File: config.mk
export PLATFORM = sky130hd
export DESIGN_NAME = pc_unit
export DESIGN_NICKNAME = d
export VERILOG_FILES = /design/src/rtl/pc_unit_pkg.sv /design/src/rtl/pc_target_calc.sv /design/src/rtl/pc_unit.sv
export SDC_FILE = /design/constraint.sdc
export NUM_CORES = 1
export LEC_CHECK = 0
export BUFFER_PORTS_ARGS = -buffer_cell sky130_fd_sc_hd__buf_4
export CAP_MARGIN = 20
export CORE_MARGIN = 5
export CORE_UTILIZATION = 35
export CTS_CLUSTER_DIAMETER = 30
export DETAILED_ROUTE_END_ITERATION = 8
export GPL_TIMING_DRIVEN = 0
export PLACE_DENSITY = 0.67
export SLEW_MARGIN = 20
export SYNTH_ARGS = -nofsm -noshare
export SYNTH_HDL_FRONTEND = slang
export SYNTH_SLANG_ARGS = --single-unit
File: constraint.sdc
create_clock -name CLK -period 6 [get_ports CLK]
set_input_delay 0.9 -clock CLK [delete_from_list [all_inputs] [get_ports CLK]]
set_output_delay 0.9 -clock CLK [all_outputs]
set_load 0.01 [all_outputs]
File: src/rtl/pc_unit_pkg.sv
// rtl/pc_unit_pkg.sv - shared encodings for pc_unit; FAULT state exists only under PC_ALIGN_CHECK_EN
package pc_unit_pkg;

  typedef enum logic [1:0] {
    ST_RUN   = 2'b00,
`ifdef PC_ALIGN_CHECK_EN
    ST_FAULT = 2'b10,
`endif
    ST_HALT  = 2'b01
  } pc_state_t;

  localparam logic [1:0] PCSRC_SEQ = 2'b00;
  localparam logic [1:0] PCSRC_BR  = 2'b01;
  localparam logic [1:0] PCSRC_J   = 2'b10;
  localparam logic [1:0] PCSRC_JR  = 2'b11;

  localparam logic [31:0] PC_INC = 32'd4;

endpackage

File: src/rtl/pc_target_calc.sv
// rtl/pc_target_calc.sv - combinational PC+4 and next-PC target selection
module pc_target_calc
  import pc_unit_pkg::*;
(
  input  logic [31:0] PC,
  input  logic [31:0] ImmExt,
  input  logic [25:0] JAddr,
  input  logic [31:0] RsData,
  input  logic [1:0]  PCSrc,
  output logic [31:0] PC4,
  output logic [31:0] NextPC
);

  assign PC4 = PC + PC_INC;

  // ImmExt counts words, so scale to bytes before adding
  always_comb begin
    NextPC = PC4;
    case (PCSrc)
      PCSRC_SEQ: NextPC = PC4;
      PCSRC_BR:  NextPC = PC4 + (ImmExt << 2);
      PCSRC_J:   NextPC = {PC4[31:28], JAddr, 2'b00};
      PCSRC_JR:  NextPC = RsData;
      default:   NextPC = PC4;
    endcase
  end

endmodule

File: src/rtl/pc_unit.sv
// rtl/pc_unit.sv - PC register, sticky halt/fault FSM and update counter
// Optional misaligned-target fault: define PC_ALIGN_CHECK_EN.
module pc_unit
  import pc_unit_pkg::*;
#(
  parameter logic [31:0] RESET_PC = 32'h0000_0000,
  parameter int          CNT_W    = 32
) (
  input  logic             CLK,
  input  logic             RST,
  input  logic             PCWre,
  input  logic [1:0]       PCSrc,
  input  logic [31:0]      ImmExt,
  input  logic [25:0]      JAddr,
  input  logic [31:0]      RsData,
  input  logic             Halt,
  output logic [31:0]      PC,
  output logic [31:0]      PC4,
  output logic             Halted,
  output logic             Fault,
  output logic [CNT_W-1:0] UpdCnt
);

  pc_state_t        state, state_nxt;
  logic [31:0]      pc_q, pc_nxt;
  logic [CNT_W-1:0] cnt_q, cnt_nxt;
  logic [31:0]      next_pc;

  pc_target_calc u_calc (
    .PC     (pc_q),
    .ImmExt (ImmExt),
    .JAddr  (JAddr),
    .RsData (RsData),
    .PCSrc  (PCSrc),
    .PC4    (PC4),
    .NextPC (next_pc)
  );

  always_ff @(posedge CLK) begin
    if (RST) begin
      state <= ST_RUN;
      pc_q  <= RESET_PC;
      cnt_q <= '0;
    end else begin
      state <= state_nxt;
      pc_q  <= pc_nxt;
      cnt_q <= cnt_nxt;
    end
  end

  // Halt is checked first so it wins over both the write and a misaligned target
  always_comb begin
    state_nxt = state;
    pc_nxt    = pc_q;
    cnt_nxt   = cnt_q;
    case (state)
      ST_RUN: begin
        if (PCWre) begin
          if (Halt) begin
            state_nxt = ST_HALT;
`ifdef PC_ALIGN_CHECK_EN
          end else if (next_pc[1:0] != 2'b00) begin
            state_nxt = ST_FAULT;
`endif
          end else begin
            pc_nxt  = next_pc;
            cnt_nxt = cnt_q + CNT_W'(1);
          end
        end
      end
      default: state_nxt = state;
    endcase
  end

  assign PC     = pc_q;
  assign UpdCnt = cnt_q;
  assign Halted = (state == ST_HALT);
`ifdef PC_ALIGN_CHECK_EN
  assign Fault  = (state == ST_FAULT);
`else
  assign Fault  = 1'b0;
`endif

endmodule
## Word level (Yosys, flattened, before mapping)

Index checks and enable logic that the tools add are counted.

- $add $sub $neg: 3
- $mul: 0
- Div/mod/pow operators: 0
- Order comparisons: 0
- Equal/unequal tests: 3
- Shifts and indexed selects: 0
- Multiplexer cells: 1
- Bitwise logic cells: 1
- Reduce and logical (&&, ||, !) cells: 4

Operators with widths:

| cell | count |
|---|---|
| case mux 32 bit (4 select lines) | 1 |
| adder 32 x 1 -> 32 bit, second input constant | 1 |
| adder 32 x 3 -> 32 bit, second input constant | 1 |
| adder 32 bit | 1 |
| AND reduction 3 bit | 2 |
| == test 2 bit, second input constant | 2 |
| zero test 2 bit | 2 |
| == test 2 x 1 -> 1 bit, second input constant | 1 |
| inverter 1 bit | 1 |

- Bits in registers: 65
- Bits in latches: 0
- Memory bits (writable): 0
- ROM bits: 0
- Input port bits: 96
- Output and inout bits: 98
- Memories: 0

## Longest topological paths before layout

- Depth after elaboration: 3
- Gate-level depth with buffers: 17
- Gate-level depth less buffers: 16

## Cells and area by module

From an unflattened synthesis, not the netlist that was laid out.

- Cell total of the unflattened synthesis: 677
- Area total of the unflattened synthesis: 5,420.2 sq um

Modules (own cells, without submodules):

| module | instances | cells each | area an instance (sq um) |
|---|---|---|---|
| pc_target_calc | 1 | 359 | 2,801.4 |
| pc_unit | 1 | 318 | 2,618.8 |

## Worst setup path before layout

OpenSTA, ideal clock, no wires.

- Path kind: register to register
- From: reg pc_q[2] (netlist: PC[2])
- To: reg pc_q[29] (netlist: PC[29])
- Data arrival time: 3.626 ns
- Path slack: 2.283 ns
- Cell stages (with the launch flop): 17
- Clock period less this slack: 3.717 ns
- Path through: dfxtp_1 -> ha_1 -> nand2_1 -> or3_1 -> nor2_2 -> and2_1 -> nand2_1 -> xnor2_2 -> ha_1 -> clkbuf_1 -> a21o_1 -> a21o_1 -> a2111oi_0 -> nor2_1 -> a211o_1 -> xnor2_1 -> a311oi_1

- Word-level cells in the longest chain between the ends: 3

RTL lines:

| what | RTL line | text |
|---|---|---|
| from (decl) | pc_unit.sv:25 | `logic [31:0] pc_q, pc_nxt;` |
| from (signal assigned) | pc_unit.sv:46 | `pc_q <= pc_nxt;` |
| adder 32 x 3 -> 32 bit | pc_target_calc.sv:14 | `assign PC4 = PC + PC_INC;` |
| via PC4[24] | pc_unit.sv:18 | `output logic [31:0] PC4,` |
| adder 32 bit | pc_target_calc.sv:21 | `PCSRC_BR: NextPC = PC4 + (ImmExt << 2);` |
| case mux 32 bit (4 select lines) | pc_target_calc.sv:19 | `case (PCSrc)` |

The timed path passes the listed nets, and every way through them passes these cells.
A chain may end at the register's enable or synchronous reset.

## Worst setup path after layout

- From: reg pc_q[2] (netlist: PC[2])
- To: reg pc_q[22] (netlist: PC[22])

- Word-level cells in the longest chain between the ends: 3

RTL lines:

| what | RTL line |
|---|---|
| adder 32 x 3 -> 32 bit * | pc_target_calc.sv:14 |
| adder 32 bit | pc_target_calc.sv:21 |
| case mux 32 bit (4 select lines) * | pc_target_calc.sv:19 |

Every way passes the cells marked *; elsewhere a longest branch is shown, timed or not.

==> run summary <==
The overall die width was 136 um. The critical path in this run is classified as reg2reg. After routing, the total negative slack on setup checks comes to 0 ps. The synthesis-to-layout area growth is 35.6%, and the count of mapped cells out of synthesis is 689.

STA puts the critical path data required time at 6180 ps. Setup violations remaining at the end of the flow were counted as 0. The area of the core is 0.0158 mm^2, and the part of the power in the clock network is 38.4%. The number of nets with antenna violations after detailed routing was 0; the async set or reset register ratio after synthesis was 0%. The final net count is 1022.

In this run, synthesis inferred 0 flip-flops with an integrated enable. The count of cell instances traversed by the critical path was 15; the later-pin clock latency in the skew report was 340 ps. The tree is rooted in a sky130_fd_sc_hd__clkbuf_16.

Of the post-synthesis cell area, the dominant cell type holds 23.3%. The run gives 5758 as the number of global-route vias before repair. The detailed router finished its first iteration with 308 violations. The end of the worst register-to-register path was PC[22]. Among cell families on the critical path, the largest total delay comes from simple AND/OR/NAND/NOR gates. The worst hold path was traced through 2 stages. The number of remaining DRC errors is 0, and the last weighted congestion value of the routability-driven placer is 0.905. TritonCTS built the clock tree.

In this run, CTS created clock tree buffers numbering 9. Cell internal power was estimated by the tool at 0.952 mW. The switching fraction of total power is 31.5%. The buffers plus inverters on the worst setup path is 0.

The largest single stage delay on the critical path is 630 ps. The clock passes through at most 2 buffers. In the finished design, the share of the clock period the worst path needs comes to 76.5%. Power spread over the standard cell area amounts to 184 mW/mm^2. By count the netlist is led by sky130_fd_sc_hd__nor2_1, sky130_fd_sc_hd__nand2_1, sky130_fd_sc_hd__dfxtp_1, sky130_fd_sc_hd__a21oi_1, sky130_fd_sc_hd__xor2_1. The count of final max-slew check failures is 0, and the synthesized area per cell is 8.10 um^2. The startpoint of the lowest-slack hold path is PC[1]. Dividing the detail-routed wire length by the instance count gives 18.3 um.

The headroom to the max-slew limit came out at 45.5%. At the pin with the least slew margin, the transition time is 817 ps. After layout, the design draws a total of 1.39 mW. The worst hold path terminates at PC[1]. The number of iterations in the first detailed-routing pass was 5. Synthesized cell area: 0.00558 mm^2. Summed over all instances, the cell type with the most area after synthesis is sky130_fd_sc_hd__dfxtp_1.

The worst min-delay path category is reg2reg. The floorplan step set the die height to 136 um. The logs give 0 for the synthesis warning total and 194 for the boundary pin count.

The die covers 0.0186 mm^2. The initial antenna violation count is 0, and the sequential share of power is 33.5%. For the worst setup path, the data arrival time is 4770 ps. Entering global routing, the biggest net connects 13 pins.

The placed wire-length estimate was 16.2 mm. By area the synthesized netlist is led by sky130_fd_sc_hd__dfxtp_1, sky130_fd_sc_hd__ha_1, sky130_fd_sc_hd__xor2_1, sky130_fd_sc_hd__mux4_2, sky130_fd_sc_hd__xnor2_1. After synthesis the netlist holds a flip-flop and latch count of 65. Number of buffer cells added on primary ports: 189.

By instance count, the cell type seen most on the critical path is sky130_fd_sc_hd__ha_1. The tools report the type of element capturing the critical path as a flip-flop. The number of cells on the worst reg-to-reg path is 15. In the final layout, the share of cells above drive strength 1 is 29.0%. In this run, the combinational gates consume 28.1% of the power. For this design the static power due to leakage is 3.33 nW. For this design, the slowest cell found on the critical path is sky130_fd_sc_hd__nor3_1.

After layout, the minimum clock period comes to 4590 ps. The critical path goes through ha_1 -> nand2_1 -> nor3_1 -> nand3_1 -> nor2_1 -> xor2_1 -> ha_1 -> nand4_1 -> nand2b_1 -> o211ai_1 -> or2_1 -> a21oi_2 -> xnor2_1 -> a2111oi_0 -> a2111oi_1. After global routing the overflow that remains totals 0. Clock-pin slew was measured on the worst setup and hold paths at 60 ps. In this run the post-CTS setup repair buffer count came out at 0.

Once the floorplan was initialized, standard cells occupied 35.4% of the core. Post-CTS repair changed the size of 0 cells. Summed over all nets, the switching power comes to 0.439 mW. In this run, post-CTS hold repair placed 0 buffers.

The routed layout has 5945 vias. The H-tree level count was 3; the sequential-to-total area share from yosys stat was 23.3%. Setup repair after global routing left no endpoint under its margin. Synthesis produced a netlist with a net count of 822. The final layout contains routed wiring with a total length of 20.3 mm. Count of unique library cells instantiated by Yosys: 79.

The most used flip-flop cell after synthesis is sky130_fd_sc_hd__dfxtp_1. The maximum fanout along the worst path was 6. STA classifies the critical path startpoint as a flip-flop. For this run, the total global-route usage over all layers was measured as 21.4%.

In the post-synthesis netlist, the cell with the most instances is sky130_fd_sc_hd__nor2_1. The tool flagged a number of max-cap violations equal to 0. Derived from the worst setup path, the maximum achievable clock frequency is 218 MHz. Highest ir drop seen on vdd: 0.000138 V. The first global-routing pass estimated 31.0 mm of wire. The count of antenna diodes in the layout was 0.

The number of clock sinks was 65; the detailed-route vias per instance was 5.36. The worst-case clock skew was 10.5 ps. The worst register-to-register path begins at PC[2].

The setup slack of the most critical reg-to-reg path came out at 1410 ps. The flow ran to the end, and the final reports show no timing, DRC or antenna violations. The tools report the number of standard-cell rows in the floorplan as 46.

The final-report hold violation count came out at 0.
cell type report:
class / count / area (um^2)
buffer: 33 / 140
timing repair buffer: 189 / 1420
clock buffer: 10 / 229
multi-input combinational: 578 / 4090
inverter: 13 / 48.8
tap: 216 / 270
clock inverter: 6 / 67.6
fill: 1618 / 8210
sequential: 65 / 1300
power by group through the flow:
stage          sequential [mW]  clock, mW  combinational (mW)
2_1_floorplan            0.476          0               0.227
3_3_place_gp             0.475          0               0.385
3_5_place_dp             0.475          0               0.388
4_1_cts                  0.466      0.545               0.390
5_1_grt                  0.468      0.566               0.425
6_report                 0.467      0.534               0.390
logic make-up after synthesis:
kind of cell,Yosys count,synth area share (%)
compound gates,170,20.3
xor+xnor,75,12.4
fa+ha+maj,37,8.43
buf+inv,46,3.39
flops,65,23.3
mux,26,7.89
other cells,1,0.0672
simple gates,269,24.2
registers in the layout, indices dropped and copies added, names as in the netlist:
| register | count |
|---|---|
| UpdCnt | 32 |
| PC | 32 |
| state | 1 |
tightest hold or removal path: stages (launching register included):
cell,delay (ps)
sky130_fd_sc_hd__dfxtp_1,330
sky130_fd_sc_hd__nand2_1,60
sky130_fd_sc_hd__a21oi_1,50
per-stage QoR:
| step | hold slack [ps] | setup WS [ps] | cells | util (%) | area, um^2 |
|---|---|---|---|---|---|
| 2_1_floorplan | 489 | 2280 | 689 | - | 5580 |
| 3_3_place_gp | 472 | 1450 | 1094 | 46.1 | 7270 |
| 3_5_place_dp | 476 | 1420 | 1094 | 46.1 | 7270 |
| 4_1_cts | 485 | 1390 | 1110 | 48.0 | 7560 |
| 5_1_grt | 505 | 1090 | 1110 | 48.0 | 7560 |
| 6_report | 487 | 1410 | 1110 | 48.0 | 7560 |
metal layers:
metal  global-route usage, %  share of wire, %  up-vias
met2                    34.9                47      214
met3                    3.18               6.5       29
met4                    7.56               2.1        0
met5                       0                 0        -
met1                    28.8                44     2800
li1                        -                 -     2902
layout by cell type, fill, tap and decap left out, types with 3 or more instances in the layout:
master and count:
sky130_fd_sc_hd__mux4_2 14, sky130_fd_sc_hd__xnor2_1 35, sky130_fd_sc_hd__and2_1 4, sky130_fd_sc_hd__a22o_1 3
sky130_fd_sc_hd__nand3_1 24, sky130_fd_sc_hd__o21ai_0 25, sky130_fd_sc_hd__o21ai_1 8, sky130_fd_sc_hd__nor3_1 17
sky130_fd_sc_hd__or3_1 9, sky130_fd_sc_hd__a2111oi_0 3, sky130_fd_sc_hd__nand4_1 16, sky130_fd_sc_hd__buf_4 192
sky130_fd_sc_hd__ha_1 36, sky130_fd_sc_hd__inv_1 11, sky130_fd_sc_hd__nand2b_1 4, sky130_fd_sc_hd__mux2i_1 8
sky130_fd_sc_hd__a32oi_1 3, sky130_fd_sc_hd__o21bai_1 3, sky130_fd_sc_hd__buf_1 3, sky130_fd_sc_hd__mux2_2 3
sky130_fd_sc_hd__nor2_1 75, sky130_fd_sc_hd__nor2b_1 7, sky130_fd_sc_hd__a21oi_2 3, sky130_fd_sc_hd__and4_1 8
sky130_fd_sc_hd__a211oi_1 6, sky130_fd_sc_hd__a22oi_1 3, sky130_fd_sc_hd__clkbuf_1 24, sky130_fd_sc_hd__buf_2 4
sky130_fd_sc_hd__dfxtp_1 65, sky130_fd_sc_hd__o211ai_1 8, sky130_fd_sc_hd__and3_1 12, sky130_fd_sc_hd__a211o_1 5
sky130_fd_sc_hd__nand2_1 74, sky130_fd_sc_hd__clkbuf_16 9, sky130_fd_sc_hd__a21oi_1 59, sky130_fd_sc_hd__o21a_1 4
sky130_fd_sc_hd__xor2_1 37, sky130_fd_sc_hd__a21o_1 8
worst max-delay path by stage:
stage	start	end	slack, ps
4_1_cts	PC[2]	PC[19]	1390
5_1_grt	PC[2]	PC[23]	1090
3_5_place_dp	PC[2]	PC[19]	1420
6_report	PC[2]	PC[22]	1410
2_1_floorplan	PC[2]	PC[29]	2280
3_3_place_gp	PC[2]	PC[22]	1450
Note: power is estimated with default switching activity, not from simulation.
